## src/rtl/counter_sched_pkg.sv

```systemverilog
// Shared types and default sizing for the counter_sched round-robin counter scheduler.
package counter_sched_pkg;

  typedef enum logic [2:0] {
    S_IDLE      = 3'd0,
    S_LAUNCH    = 3'd1,
    S_WAIT_BUSY = 3'd2,
    S_RUN       = 3'd3,
    S_DONE      = 3'd4
  } sched_state_t;

  localparam int SCHED_NUM_REQ  = 4;
  localparam int SCHED_WD_START = 8;
  localparam int SCHED_WD_RUN   = 64;

endpackage

```

## src/rtl/counter_sched_rr_arbiter.sv

```systemverilog
// Round-robin arbiter: searches from last_grant+1 upward, wrapping modulo NUM_REQ.
module rr_arbiter #(
  parameter int NUM_REQ = 4,
  parameter int IDX_W   = $clog2(NUM_REQ)
) (
  input  logic [NUM_REQ-1:0] req,
  input  logic [IDX_W-1:0]   last_grant,
  input  logic               enable,
  output logic [NUM_REQ-1:0] grant,
  output logic [IDX_W-1:0]   grant_idx
);

  int         cand;
  logic [IDX_W-1:0] cand_idx;
  logic       found;

  // NOTE: every variable gets a default before the search so no latch is inferred.
  always_comb begin
    grant     = '0;
    grant_idx = '0;
    found     = 1'b0;
    cand      = 0;
    cand_idx  = '0;
    if (enable) begin
      for (int i = 0; i < NUM_REQ; i++) begin
        cand = int'(last_grant) + 1 + i;
        if (cand >= NUM_REQ) cand = cand - NUM_REQ;
        cand_idx = IDX_W'(cand);
        if (!found && req[cand_idx]) begin
          found           = 1'b1;
          grant[cand_idx] = 1'b1;
          grant_idx       = cand_idx;
        end
      end
    end
  end

endmodule

```

## src/rtl/counter_sched.sv

```systemverilog
// Shares one wait/check counter among NUM_REQ requesters with start/run watchdogs.
// Optional SCHED_SKIP_ZERO_EN: a zero wait value completes without starting the counter.
module counter_sched
  import counter_sched_pkg::*;
#(
  parameter int NUM_REQ  = SCHED_NUM_REQ,
  parameter int TIMER_W  = 5,
  parameter int COUNT_W  = 5,
  parameter int WD_START = SCHED_WD_START,
  parameter int WD_RUN   = SCHED_WD_RUN
) (
  input  logic                         clk,
  input  logic                         rst,
  input  logic [NUM_REQ-1:0]           req_valid,
  output logic [NUM_REQ-1:0]           req_ready,
  input  logic [NUM_REQ*TIMER_W-1:0]   req_wait,
  output logic [NUM_REQ-1:0]           rsp_valid,
  output logic [COUNT_W-1:0]           rsp_count,
  output logic                         rsp_err,
  output logic                         cnt_start,
  output logic [TIMER_W-1:0]           cnt_wait_timer,
  input  logic                         cnt_busy,
  input  logic [COUNT_W-1:0]           cnt_count,
  output logic [$clog2(NUM_REQ)-1:0]   grant_id,
  output logic                         sched_busy
);

  localparam int IDX_W = $clog2(NUM_REQ);
  localparam int WD_W  = $clog2(WD_RUN + 1);

  sched_state_t       state_q, state_d;
  logic [TIMER_W-1:0] wait_q, wait_d;
  logic [IDX_W-1:0]   grant_q, grant_d;
  logic [IDX_W-1:0]   last_grant_q, last_grant_d;
  logic [WD_W-1:0]    wd_q, wd_d, wd_inc;
  logic [COUNT_W-1:0] count_q, count_d;
  logic               err_q, err_d;

  logic               arb_en;
  logic [NUM_REQ-1:0] arb_grant;
  logic [IDX_W-1:0]   arb_idx;
  logic [TIMER_W-1:0] sel_wait;

  assign arb_en = (state_q == S_IDLE);

  rr_arbiter #(.NUM_REQ(NUM_REQ), .IDX_W(IDX_W)) u_arb (
    .req        (req_valid),
    .last_grant (last_grant_q),
    .enable     (arb_en),
    .grant      (arb_grant),
    .grant_idx  (arb_idx)
  );

  always_comb begin
    sel_wait = '0;
    for (int i = 0; i < NUM_REQ; i++) begin
      if (arb_grant[i]) sel_wait = req_wait[i*TIMER_W +: TIMER_W];
    end
  end

  // Saturating increment keeps the watchdog from wrapping past its limit.
  assign wd_inc = (wd_q == WD_W'(WD_RUN)) ? wd_q : wd_q + WD_W'(1);

  always_comb begin
    state_d      = state_q;
    wait_d       = wait_q;
    grant_d      = grant_q;
    last_grant_d = last_grant_q;
    wd_d         = wd_q;
    count_d      = count_q;
    err_d        = err_q;
    case (state_q)
      S_IDLE: begin
        if (|arb_grant) begin
          wait_d  = sel_wait;
          grant_d = arb_idx;
          state_d = S_LAUNCH;
`ifdef SCHED_SKIP_ZERO_EN
          if (sel_wait == '0) begin
            count_d = '0;
            err_d   = 1'b0;
            state_d = S_DONE;
          end
`endif
        end
      end
      S_LAUNCH: begin
        wd_d    = '0;
        state_d = S_WAIT_BUSY;
      end
      S_WAIT_BUSY: begin
        if (cnt_busy) begin
          wd_d    = '0;
          state_d = S_RUN;
        end else if (wd_inc == WD_W'(WD_START)) begin
          err_d   = 1'b1;
          count_d = '0;
          state_d = S_DONE;
        end else begin
          wd_d = wd_inc;
        end
      end
      S_RUN: begin
        if (!cnt_busy) begin
          count_d = cnt_count;
          state_d = S_DONE;
        end else if (wd_inc == WD_W'(WD_RUN)) begin
          err_d   = 1'b1;
          count_d = '0;
          state_d = S_DONE;
        end else begin
          wd_d = wd_inc;
        end
      end
      S_DONE: begin
        last_grant_d = grant_q;
        err_d        = 1'b0;
        state_d      = S_IDLE;
      end
      default: state_d = S_IDLE;
    endcase
  end

  // NOTE: registers take non-blocking assignments only; all next-state math stays in always_comb.
  always_ff @(posedge clk) begin
    if (rst) begin
      state_q      <= S_IDLE;
      wait_q       <= '0;
      grant_q      <= '0;
      last_grant_q <= IDX_W'(NUM_REQ - 1);
      wd_q         <= '0;
      count_q      <= '0;
      err_q        <= 1'b0;
    end else begin
      state_q      <= state_d;
      wait_q       <= wait_d;
      grant_q      <= grant_d;
      last_grant_q <= last_grant_d;
      wd_q         <= wd_d;
      count_q      <= count_d;
      err_q        <= err_d;
    end
  end

  always_comb begin
    rsp_valid = '0;
    if (state_q == S_DONE) rsp_valid[grant_q] = 1'b1;
  end

  assign req_ready      = arb_grant;
  assign rsp_count      = (state_q == S_DONE) ? count_q : '0;
  assign rsp_err        = (state_q == S_DONE) & err_q;
  assign cnt_start      = (state_q == S_LAUNCH);
  assign cnt_wait_timer = wait_q;
  assign grant_id       = grant_q;
  assign sched_busy     = (state_q != S_IDLE);

endmodule

```

## config.mk

```make
export PLATFORM = sky130hd
export DESIGN_NAME = counter_sched
export DESIGN_NICKNAME = d
export VERILOG_FILES = /design/src/rtl/counter_sched_pkg.sv /design/src/rtl/counter_sched_rr_arbiter.sv /design/src/rtl/counter_sched.sv
export SDC_FILE = /design/constraint.sdc
export NUM_CORES = 1
export LEC_CHECK = 0
export CAP_MARGIN = 20
export CORE_MARGIN = 1
export CORE_UTILIZATION = 30
export CTS_BUF_LIST = sky130_fd_sc_hd__clkbuf_4 sky130_fd_sc_hd__clkbuf_8
export DETAILED_ROUTE_END_ITERATION = 8
export PLACE_DENSITY = 0.62
export RECOVER_POWER = 25
export SYNTH_ARGS = -nofsm -noshare
export SYNTH_HDL_FRONTEND = slang
export SYNTH_HIERARCHICAL = 1
export SYNTH_SLANG_ARGS = --single-unit
```

## constraint.sdc

```tcl
create_clock -name clk -period 4.22 [get_ports clk]
set_input_delay 1.266 -clock clk [delete_from_list [all_inputs] [get_ports clk]]
set_output_delay 1.266 -clock clk [all_outputs]
set_load 0.03 [all_outputs]
```

Word level (Yosys, flattened, before mapping)
Index checks and enable logic that the tools add are counted.
{ "op_classes": {"n_reduce_logical": 22, "div": 0, "magnitude_cmp": 14, "mul": 0, "muxes": 72, "n_shift": 0, "bitwise": 4, "n_addsub": 9, "eq_ne": 16} }
{ "op_table": {"columns": ["op", "count"], "rows": [
  ["32-bit by 4-bit greater-or-equal comparator with 1-bit output (second input constant)", 3],
  ["5-bit two-way mux", 9],
  ["4-bit two-way mux", 9],
  ["7-bit two-way mux", 5],
  ["2-bit two-way mux", 12],
  ["7-bit case mux with 3 select lines", 1],
  ["1-bit two-way mux", 19],
  ["2-bit by 3-bit < comparator with 1-bit output (second input constant)", 5],
  ["3-bit two-way mux", 5],
  ["7-bit equality test (second input constant)", 2],
  ["4-bit bitwise OR", 3],
  ["3-bit case mux with 4 select lines", 1],
  ["1-bit demux with 2-bit select", 5],
  ["2-bit by 1-bit greater-or-equal comparator with 1-bit output (second input constant)", 5],
  ["2-bit inequality test (second input constant)", 5],
  ["5-bit case mux with 2 select lines", 1],
  ["3-bit inequality test (second input constant)", 3],
  ["3-bit nonzero test", 3],
  ["3-bit by 2-bit adder with 4-bit output (second input constant)", 2],
  ["1-bit binary-select mux with 2-bit select", 4],
  ["1-bit logical AND", 8],
  ["4-bit AND reduction", 2],
  ["2-bit by 1-bit subtractor with 2-bit output (second input constant)", 4],
  ["7-bit by 1-bit adder with 7-bit output (second input constant)", 1],
  ["17 further kinds", 20]
]} }
{ "word_totals": {"latchBits": 0, "mem_bits_rw": 0, "inputBits": 32, "elab_cells": 144, "register_bits": 25, "n_memories": 0, "romBits": 0} }

Logic depth before layout (Yosys ltp)
{ "depth": {"depth_word": 24, "depth_mapped": 16, "ltp_nobuf": 13} }

By module
The synthesis kept the hierarchy.
{ "by_module_without_submodules": {"columns": ["mod", "cells_each", "area_per_inst_um2", "n_inst"], "rows": [
  ["counter_sched", 207, 1647.8, 1],
  ["rr_arbiter", 66, 494.2, 1]
]} }

Least setup slack after synthesis
Ideal clock, no wire load.
{ "synth_path": {"kind": "input -> output", "startpoint": "input req_valid[2]", "endpoint": "output req_ready[1]", "setup_slack_ns": -0.189, "arrival_ns": 3.143, "path_stages": 5, "path_cell_list": "mux2_4 > or4b_4 > a21oi_4 > a221oi_1 > a21oi_1"} }
{ "synth_between": {"elab_chain_len": 16, "word_cells_on_any_way": 31, "cone_classes": "mux: 22; bitwise: 3; reduce/logical: 6"} }
{ "synth_lines": {"columns": ["element", "line", "source"], "rows": [
  ["from (decl)", "counter_sched.sv:14", "input logic [NUM_REQ-1:0] req_valid,"],
  ["1-bit binary-select mux with 2-bit select", "counter_sched_rr_arbiter.sv:29", "if (!found && req[cand_idx]) begin"],
  ["1-bit two-way mux (not written as such)", "counter_sched_rr_arbiter.sv:29", null],
  ["1-bit two-way mux", "counter_sched_rr_arbiter.sv:29", null],
  ["1-bit two-way mux", "counter_sched_rr_arbiter.sv:24", "if (enable) begin"],
  ["1-bit zero test", "counter_sched_rr_arbiter.sv:29", null],
  ["1-bit logical AND", "counter_sched_rr_arbiter.sv:29", null],
  ["1-bit two-way mux", "counter_sched_rr_arbiter.sv:29", null],
  ["1-bit two-way mux", "counter_sched_rr_arbiter.sv:24", null],
  ["1-bit zero test", "counter_sched_rr_arbiter.sv:29", null],
  ["1-bit logical AND", "counter_sched_rr_arbiter.sv:29", null],
  ["1-bit two-way mux", "counter_sched_rr_arbiter.sv:29", null],
  ["1-bit two-way mux", "counter_sched_rr_arbiter.sv:24", null],
  ["1-bit zero test", "counter_sched_rr_arbiter.sv:29", null],
  ["1-bit logical AND", "counter_sched_rr_arbiter.sv:29", null],
  ["4-bit two-way mux *", "counter_sched_rr_arbiter.sv:29", null],
  ["4-bit two-way mux *", "counter_sched_rr_arbiter.sv:24", null],
  ["to (decl)", "counter_sched.sv:15", "output logic [NUM_REQ-1:0] req_ready,"]
]} }
Mark *: on every way between the ends. The rest lies on a longest branch, timed or not. The select of a mux whose other input is x is not followed.

Final worst setup path
{ "layout_path": {"startpoint": "input req_valid[1]", "endpoint": "output req_ready[3]"} }
Same word-level chain as after synthesis.

==> run metrics <==
net total in the final layout=~380; combinational share of power=about three fifths; Post-synth top flop=dfxtp_1; Crit path required time=between 2 and 3 ns; Clock Skews=between 0.008 and 0.009 ns; Crit path max-delay family=multiplexers; P per Cell Area=391 nW/um2; final antenna-violating net count=0; core box area=6830 um2; Arr. time, crit path=2.88 ns; CP max FO=5; CP max stage delay=0.52 ns; drt drc=0; type of the most critical hold path=register to register; grt total ovfl=0; synth unique cells=64; clock network power share=13.0%; Final setup viols=0; ANT cells=0; Crit Path Class=input port to output pin; Sink Count=25; Cells after Synth=about 270; Sum Neg Setup Slack=0 ns; Port Buffers=between 50 and 60; internal power component=between 0.6 and 0.7 mW; Reg power frac=between 20% and 30%; post-synthesis net count=between 300 and 400; Yosys warnings=6; Vias/cell=5.26; # IOs=55; vias=2277; Post-Syn Area=2140 um2; clock latency on the worst-skew pair=0.28 ns; switching pwr=0.530 mW; CP Capture Type=output pin; drt total wl=5.99 mm; hold violation total from the final report=0; static leakage=around 1.2 nW; Clock Pin Slew Worst Setup and Hold Paths=0.10 ns; starting density of the core=31.4%; initial antenna violation count=0; Longest Clk Path Bufs=2; htree depth=1; DRT iter0 DRCs=141; chip width=approximately 87 um; cell-by-cell trace of the critical path=dlygate4sd2_1, mux4_2, nor3b_4, a22oi_2, a31oi_2, buf_6; crit start category=input port; Avg Cell Area, Syn=7.85 um2; Tcrit/Tclk final=98.2%; asr flop ratio synth=0%; routed len/inst=13.8 um; CTS Root Cell=clkbuf_8; fin util=43.5%; worst slew pin tran=~0.83 ns; Switching Share=45.6%; TritonCTS Buffers=3; gr usage total=about 16%; Die Footprint=7480 um2; maximum clock frequency=~240 MHz; number of placement rows=30; maximum VDD drop=0.249 mV; Worst path slowest cell=mux4_2; Die Height=86.5 um; first-pass GRT wire length=about 9.9 mm; vias in the first global route=about 2100; HPWL after detailed placement=around 4.5 mm; Slew headroom=roughly 44%; gpl congestion=0.826; fin crit period=4.15 ns; Yosys reg bits=25; DR pass1 iterations=4; Max-cap violations=0; status=finished clean; CTS tree=built; number of synthesized flops with an enable pin=0; post-synthesis sequential area ratio=23.4%; crit path buf inv count=2; fraction of layout cells with a size suffix above 1=17.8%; largest net degree at the start of global routing=18; Pins Over Slew Limit=0; P&R area growth vs syn=38.8%; RSZ-0062 raised after global routing=false; cts hold-fix bufs=0
## worst register-to-register path: stages (launching register included)
cell      delay [ns]
dfxtp_1         0.36
buf_4           0.24
ha_1            0.28
nor2_1          0.15
or4b_4          0.56
a21oi_4         0.25
a221oi_2        0.11
a21oi_2         0.17
buf_4           0.13
buf_4           0.09
buf_4           0.09
buf_4           0.09
buf_4           0.14
nor4_2          0.07
nor2_2          0.38
o211ai_1        0.15
o21ai_1         0.11
nor2_1          0.05
## stage by stage
step | setup WS, ns | hold slack [ns] | total power, mW | std cells | area [um2]
after floorplan | 0.0931 | 0.454 | 0.772 | 273 | 2160
after global routing | 0.00460 | 0.515 | 1.26 | 433 | 2970
after detailed placement | -0.280 | 0.471 | 0.983 | 422 | 2830
final | 0.0746 | 0.485 | 1.16 | 433 | 2970
after CTS | 0.0143 | 0.486 | 1.16 | 430 | 2950
after global placement | -0.253 | 0.463 | 0.980 | 422 | 2830
## metal layers
layer / global-route usage (%) / part of all wire [%] / wire [um] / vias to the layer above
met5: 0 / 0 / 0 / -
met4: 2.88 / 0.62 / 37 / 0
met3: 3.62 / 6.6 / 395 / 2
met2: 27.2 / 46 / 2750 / 69
met1: 21.8 / 47 / 2810 / 1056
li1: - / - / - / 1150
## cells in the mapped netlist, drive strengths merged, types with 2 or more instances
library cell	count	area, um2
a211oi	5	37.5
a21boi	2	26.3
a21oi	26	141
a221oi	6	52.6
a22oi	3	22.5
a2bb2oi	2	17.5
a31o	2	17.5
a31oi	3	18.8
and2	2	13.8
and3	13	81.3
buf	6	51.3
clkbuf	10	37.5
dfxtp	25	500
ha	7	87.6
inv	11	41.3
mux2	2	26.3
mux2i	5	50.1
mux4	2	45.0
nand2	25	93.8
nand2b	3	18.8
nand3	10	50.1
nor2	28	105
nor2b	11	68.8
nor3	10	50.1
nor3b	2	26.3
nor4	3	18.8
nor4b	2	30.0
o21ai	8	40.0
o311ai	2	17.5
o31ai	10	93.8
o41ai	3	33.8
or2	2	12.5
or4	3	22.5
xnor2	2	17.5
## what timing repair did
item | 4_1_cts | 5_1_grt
endpoints found under the hold margin | 0 | 0
pin swaps | 8 | 5
gates resized for setup | 15 | 6
setup endpoints to repair | 4 | 11
buffers inserted | 4 | 3
## cell type report
type | count | area, um2
Fill cell | 700 | 3860
Clock inverter | 1 | 7.51
Clock buffer | 3 | 41.3
Multi-Input combinational cell | 221 | 1560
Tap cell | 96 | 120
Inverter | 11 | 41.3
Sequential cell | 25 | 500
Timing Repair Buffer | 76 | 702
## layout by cell type (no fill, tap or decap), drive strengths merged, types with 11 or more instances in the layout
cell           instances
inv                   11
dfxtp                 25
a21oi                 26
buf                   26
nor2                  28
nor2b                 11
clkdlybuf4s50         39
and3                  13
nand2                 25
## power by group through the flow
| stage | Sequential (mW) | Combinational, mW | Clock (mW) |
|---|---|---|---|
| after floorplan | 0.348 | 0.425 | 0 |
| after global placement | 0.320 | 0.659 | 0 |
| after detailed placement | 0.321 | 0.662 | 0 |
| after CTS | 0.316 | 0.691 | 0.157 |
| after global routing | 0.324 | 0.766 | 0.165 |
| final | 0.315 | 0.697 | 0.151 |
## cell families after synthesis
group           count (synthesis)  share of synthesized area, %
mux                             9                          5.67
xor+xnor                        2                         0.818
flops                          25                          23.4
buf+inv                        27                          6.08
fa+ha+maj                       7                          4.09
simple gates                  121                          30.6
compound gates                 82                          29.4
## worst paths after layout
path | start | to | slack, ns | cells past startpoint
worst max-delay path | req_valid[1] | req_ready[3] | 0.07 | 6
worst min-delay path | count_q[4] | count_q[4] | 0.48 | 2
worst max register to register | last_grant_q[0] | cnt_wait_timer[3] | 0.70 | 17
worst min register to register | count_q[4] | count_q[4] | 0.48 | 2
## state kept, by name, summed over array words and instances, names as in the netlist
register        flops
wd_q                7
cnt_wait_timer      5
count_q             5
state_q             3
grant_id            2
last_grant_q        2
err_q               1
(Power assumes the default switching activity.)
